--- src/rtl/mm_match_ctrl_pkg.sv ---
// mm_match_ctrl_pkg: shared widths and FSM encoding for the matching-memory controller.
package mm_match_ctrl_pkg;
   localparam int MM_KEY_W  = 28;
   localparam int MM_DATA_W = 32;
   typedef enum logic [1:0] {
      IDLE   = 2'd0,
      LOOKUP = 2'd1,
      EMIT   = 2'd2
   } mm_state_t;
endpackage

--- src/rtl/mm_prio_enc.sv ---
// mm_prio_enc: lowest-set-bit priority encoder giving one-hot, index and any-set flag.
module mm_prio_enc #(
   parameter int W  = 8,
   parameter int IW = $clog2(W)
) (
   input  logic [W-1:0]  i_vec,
   output logic [W-1:0]  o_oh,
   output logic [IW-1:0] o_idx,
   output logic          o_any
);
   always_comb begin
      o_oh  = '0;
      o_idx = '0;
      for (int i = W - 1; i >= 0; i--) begin
         if (i_vec[i]) begin
            o_oh    = '0;
            o_oh[i] = 1'b1;
            o_idx   = IW'(i);
         end
      end
   end
   assign o_any = |i_vec;
endmodule

--- src/rtl/mm_match_ctrl.sv ---
// mm_match_ctrl: initiator-side controller for a matching-memory cell array.
// Presents each token key to all cells; pairs on a hit, stores in the lowest free cell on a miss.
module mm_match_ctrl
   import mm_match_ctrl_pkg::*;
#(
   parameter int MM_DEPTH = 8,
   parameter int MM_IDXW  = 3
) (
   input  logic                      clk,
   input  logic                      rst,
   input  logic                      tkn_valid,
   output logic                      tkn_ready,
   input  logic [MM_KEY_W-1:0]       tkn_key,
   input  logic [MM_DATA_W-1:0]      tkn_data,
   output logic [MM_KEY_W-1:0]       mm_key,
   output logic [MM_DATA_W-1:0]      mm_data,
   output logic [MM_DEPTH-1:0]       mm_w_en,
   output logic [MM_DEPTH-1:0]       mm_valid,
   input  logic [MM_DEPTH-1:0]       mm_mtch,
   input  logic [MM_DATA_W*MM_DEPTH-1:0] mm_rd_data,
   output logic                      pr_valid,
   input  logic                      pr_ready,
   output logic [MM_KEY_W-1:0]       pr_key,
   output logic [MM_DATA_W-1:0]      pr_data_a,
   output logic [MM_DATA_W-1:0]      pr_data_b,
   output logic [MM_IDXW:0]          mm_count,
   output logic                      mm_full,
   output logic                      mm_ovf
);
   localparam logic [MM_IDXW:0] ONE  = 1;
   localparam logic [MM_IDXW:0] FULL = (MM_IDXW + 1)'(MM_DEPTH);

   mm_state_t               r_state, w_state;
   logic [MM_KEY_W-1:0]     r_key, r_pr_key;
   logic [MM_DATA_W-1:0]    r_data, r_pr_a, r_pr_b, w_sel_data;
   logic [MM_DEPTH-1:0]     r_valid, w_m_oh, w_f_oh;
   logic [MM_IDXW-1:0]      w_m_idx, w_f_idx;
   logic [MM_IDXW:0]        r_count;
   logic                    r_ovf, w_m_any, w_f_any, w_lookup;

   mm_prio_enc #(.W(MM_DEPTH), .IW(MM_IDXW)) u_match (
      .i_vec(mm_mtch), .o_oh(w_m_oh), .o_idx(w_m_idx), .o_any(w_m_any)
   );
   mm_prio_enc #(.W(MM_DEPTH), .IW(MM_IDXW)) u_free (
      .i_vec(~r_valid), .o_oh(w_f_oh), .o_idx(w_f_idx), .o_any(w_f_any)
   );

   // AND-OR mux of the winning cell's stored data
   always_comb begin
      w_sel_data = '0;
      for (int i = 0; i < MM_DEPTH; i++)
         w_sel_data = w_sel_data | (mm_rd_data[i*MM_DATA_W +: MM_DATA_W] & {MM_DATA_W{w_m_oh[i]}});
   end

   always_comb begin
      w_state   = r_state;
      tkn_ready = 1'b0;
      mm_w_en   = '0;
      case (r_state)
         IDLE: begin
            tkn_ready = 1'b1;
            if (tkn_valid) w_state = LOOKUP;
         end
         LOOKUP: begin
            w_state = w_m_any ? EMIT : IDLE;
            if (!w_m_any && !mm_full && w_f_any) mm_w_en = w_f_oh;
         end
         EMIT:    if (pr_ready) w_state = IDLE;
         default: w_state = IDLE;
      endcase
   end

   assign w_lookup  = r_state == LOOKUP;
   assign pr_valid  = r_state == EMIT;
   assign mm_full   = r_count == FULL;
   assign mm_key    = r_key;
   assign mm_data   = r_data;
   assign mm_valid  = r_valid;
   assign mm_count  = r_count;
   assign mm_ovf    = r_ovf;
   assign pr_key    = r_pr_key;
   assign pr_data_a = r_pr_a;
   assign pr_data_b = r_pr_b;

   always_ff @(posedge clk or negedge rst) begin
      if (!rst) begin
         r_state  <= IDLE;
         r_key    <= '0;
         r_data   <= '0;
         r_pr_key <= '0;
         r_pr_a   <= '0;
         r_pr_b   <= '0;
         r_valid  <= '0;
         r_count  <= '0;
         r_ovf    <= 1'b0;
      end else begin
         r_state <= w_state;
         if (tkn_ready && tkn_valid) begin
            r_key  <= tkn_key;
            r_data <= tkn_data;
         end
         if (w_lookup && w_m_any) begin
            r_pr_key          <= r_key;
            r_pr_a            <= w_sel_data;
            r_pr_b            <= r_data;
            r_valid[w_m_idx]  <= 1'b0;
            r_count           <= r_count - ONE;
         end else if (w_lookup && !mm_full && w_f_any) begin
            r_valid[w_f_idx]  <= 1'b1;
            r_count           <= r_count + ONE;
         end else if (w_lookup) begin
            r_ovf <= 1'b1;
         end
      end
   end
endmodule

--- config.mk ---
export PLATFORM = sky130hd
export DESIGN_NAME = mm_match_ctrl
export DESIGN_NICKNAME = d
export VERILOG_FILES = /design/src/rtl/mm_match_ctrl_pkg.sv /design/src/rtl/mm_prio_enc.sv /design/src/rtl/mm_match_ctrl.sv
export SDC_FILE = /design/constraint.sdc
export NUM_CORES = 1
export LEC_CHECK = 0
export CAP_MARGIN = 20
export CELL_PAD_IN_SITES_DETAIL_PLACEMENT = 1
export CELL_PAD_IN_SITES_GLOBAL_PLACEMENT = 1
export CORE_AREA = 2 2 196 198
export CTS_BUF_LIST = sky130_fd_sc_hd__clkbuf_8 sky130_fd_sc_hd__clkbuf_16
export CTS_CLUSTER_SIZE = 28
export DETAILED_ROUTE_END_ITERATION = 6
export DIE_AREA = 0 0 198 200
export PLACE_DENSITY = 0.67
export SYNTH_ARGS = -nofsm -noshare
export SYNTH_HDL_FRONTEND = slang
export SYNTH_SLANG_ARGS = --single-unit
export TNS_END_PERCENT = 10
--- constraint.sdc ---
create_clock -name clk -period 3.7 [get_ports clk]
set_clock_uncertainty 0.15 [all_clocks]
set_input_delay 0.74 -clock clk [delete_from_list [all_inputs] [get_ports clk]]
set_output_delay 0.74 -clock clk [all_outputs]
set_load 0.05 [all_outputs]
==> results.toml <==
[status]
outcome = "finished, final reports clean"

[yosys]
synthAdderAreaFrac = 0.005681
synth_flop_cell = "dfrtp_1"
synth_edf_count = 0
synth_top_family_by_area = "compound AO/OA/AOI/OAI gates"
postSynthCellCount = 686
muxShareOfSynthArea = 0.1731
netlist_area_um2 = 7929
synth_compound_area_frac = 0.1949
synthArstFlopShare = 1.000
synthXorXnorAreaFrac = 0.003314
syn_avg_cell_area_um2 = 11.56
synthDistinctLibCells = 44
synth-simple-area-share = 0.06202
syn_nets = 1017
synth_seq_cells = 167
yosys_warnings = 0
ys_seq_area_frac = 0.5271

[floorplan]
die_x_um = 198
die_y_um = 200
initial_core_util = 0.2120
design.core.area_um2 = 37400
die_area_um2 = 39600
fp-row-count = 71
num_io_pins = 504

[sta]
setup_viol = 0
rsz0062_at_grt = "false"
whs_ns = 0.1814
slew_violations = 0
fmax_mhz = 281.4
final_min_period_over_clock_period = 0.9605
worstMarginPinSlew_ns = 0.8393
slew_headroom = 0.4405
hold_viol = 0
layout_min_cycle_time_ns = 3.554

[power_and_ir_drop]
p_per_area_nw_per_um2 = 891.7
p_sw_w = 0.006142
internal-power_w = 0.006680
clkPwrFrac = 0.148
p_leak_nw = 5.529
netSwitchingFraction = 0.4790
vdd_ir_drop_max_v = 0.0005947
combPwrFrac = 0.591
p_seq_frac = 0.261

[setup_path]
path_cells = "clkdlybuf4s50_1 > nor4_4 > and4_1 > buf_4 > nand2_1 > nor2_1 > buf_12"
crit_slowest_cell = "clkdlybuf4s50_1"
worst_setup_path_start_kind = "primary input"
worstPathRequired_ns = 2.81
cp_top_family = "simple AND/OR/NAND/NOR gates"
critPathCaptureType = "primary output"
max_stage_delay_ns = 0.46
arrival_ns = 2.66
critPathKind = "in2out"
critical_path_buf_inv_count = 3
critical_path.max_fanout = 7

[global_route]
grt_pass1_wl_um = 55670
antenna_found_initial = 2
grt_max_degree = 78
globalRouteOverflowTotal = 0
grt_pass1_vias = 8620
track_usage = 0.1901

[placed_design]
placed_cell_area_um2 = 13750
io_buffers = 503
hpwl_um = 29070
gp_congestion = 0.7716

[finish]
finalInstanceArea_um2 = 14380
n_fill_cell = 4061
nets = 1506
syn2layout_area_growth_pct = 81.35
post-route-util = 0.3845
final_common_cell = "clkdlybuf4s50_1"
drive_gt1_frac = 0.1678
final_cell_mix = "492 x clkdlybuf4s50_1, 167 x dfrtp_1, 121 x mux2_2"

[routing]
routed_wl_um = 38340
ant_nets = 0
drc = 0
wl_per_cell_um = 22.56
firstDrtPassIters = 5
vias_per_cell = 4.668
drtIter0Drc = 263
via_count = 7931

[clock_network]
cts_made_buffers = 17
cts_setup_buffers = 0
clock_path_buffers = 2
clkLatencyLatePin_ns = 0.44
cts_root_buf = "clkbuf_16"
path_clk_slew_ns = 0.07
cts_tree = "done"
htreeDepth = 4
cts.sinks = 167

[worst_hold_path]
hold_path.class = "in2async"

[job]
drv_cap = 0
## through the flow
step / power [W] / setup TNS (ns) / cells / setup WS [ns]
final: 0.01282 / 0 / 1699 / 0.1463
after global routing: 0.01346 / 0 / 1699 / 0.02793
after CTS: 0.01301 / 0 / 1697 / 0.01880
after detailed placement: 0.01100 / -0.5027 / 1667 / -0.1582
after global placement: 0.01087 / -0.4295 / 1667 / -0.1462
after floorplan: 0.007964 / 0 / 686 / 0.3067
## worst paths after layout
path / start / to / slack, ns / depth (start not counted)
max in group asynchronous: rst / pr_data_a[6] / 2.45 / 2
min in group clk: mm_ovf / mm_ovf / 0.32 / 1
max reg2reg: r_state[1] / mm_count[3] / 1.37 / 8
min: rst / mm_key[20] / 0.18 / 1
max: mm_mtch[3] / mm_w_en[1] / 0.15 / 7
min reg2reg: mm_ovf / mm_ovf / 0.32 / 1
## layer usage
| layer | global-route usage | share of wire | up-vias |
|---|---|---|---|
| li1 | - | - | 3581 |
| met1 | 0.2122 | 0.38 | 3983 |
| met2 | 0.3345 | 0.50 | 336 |
| met3 | 0.07577 | 0.094 | 31 |
| met4 | 0.05597 | 0.020 | 0 |
| met5 | 0 | 0 | - |
## cells by family after synthesis
| logic type | after synthesis |
|---|---|
| AO/OA/AOI/OAI | 219 |
| flip-flops | 167 |
| multiplexers | 122 |
| AND/OR/NAND/NOR | 108 |
| buffers and inverters | 64 |
| XOR/XNOR | 3 |
| adder cells (fa/ha/maj) | 3 |
## synthesized netlist by cell type, types with 2 or more instances
cell / n / area, µm²
a21o_1: 2 / 15.01
a21oi_1: 36 / 180.2
a221oi_1: 64 / 560.5
a22oi_1: 64 / 480.5
a31oi_1: 2 / 12.51
buf_1: 3 / 11.26
buf_2: 5 / 25.02
buf_6: 3 / 33.78
clkbuf_1: 48 / 180.2
dfrtp_1: 167 / 4179
ha_1: 2 / 25.02
inv_1: 5 / 18.77
mux2_2: 121 / 1363
nand2_1: 6 / 22.52
nand2b_1: 3 / 18.77
nand4_1: 5 / 31.28
nor2_1: 75 / 281.5
nor2b_1: 6 / 37.54
nor4_1: 2 / 12.51
o21a_1: 2 / 15.01
o21ai_0: 29 / 145.1
o21ai_1: 12 / 60.06
o41ai_1: 2 / 17.52
xor2_1: 2 / 17.52
## what timing repair did
action,4_1_cts,5_1_grt
setup endpoints to repair,8,3
gates resized for setup,1,1
pin swaps,0,0
hold buffers,0,0
## power by group through the flow
stage	clock network, W	registers, W	logic [W]
final	0.00190	0.00334	0.00758
after global routing	0.00204	0.00348	0.00793
after CTS	0.00197	0.00337	0.00766
after detailed placement	0	0.00338	0.00762
after global placement	0	0.00332	0.00755
after floorplan	0	0.00633	0.00163
## area by class of cell
| cell class | count | area [µm²] | share of cell area |
|---|---|---|---|
| antenna | 2 | 5.005 | 0.0003481 |
| timing repair buffer | 529 | 5389 | 0.3748 |
| sequential | 167 | 4179 | 0.2906 |
| inverter | 5 | 18.77 | 0.001305 |
| multi-input combinational | 455 | 3536 | 0.2459 |
| clock buffer | 20 | 466.7 | 0.03246 |
| clock inverter | 10 | 145.1 | 0.01009 |
| tap | 511 | 639.4 | 0.04447 |
## flip-flops by register name (all words and copies together) (netlist names)
register / cells
r_state: 2
mm_ovf: 1
pr_key: 28
pr_data_b: 32
mm_key: 28
mm_valid: 8
pr_data_a: 32
mm_count: 4
mm_data: 32
No activity file was read; power rests on OpenSTA's default activity.
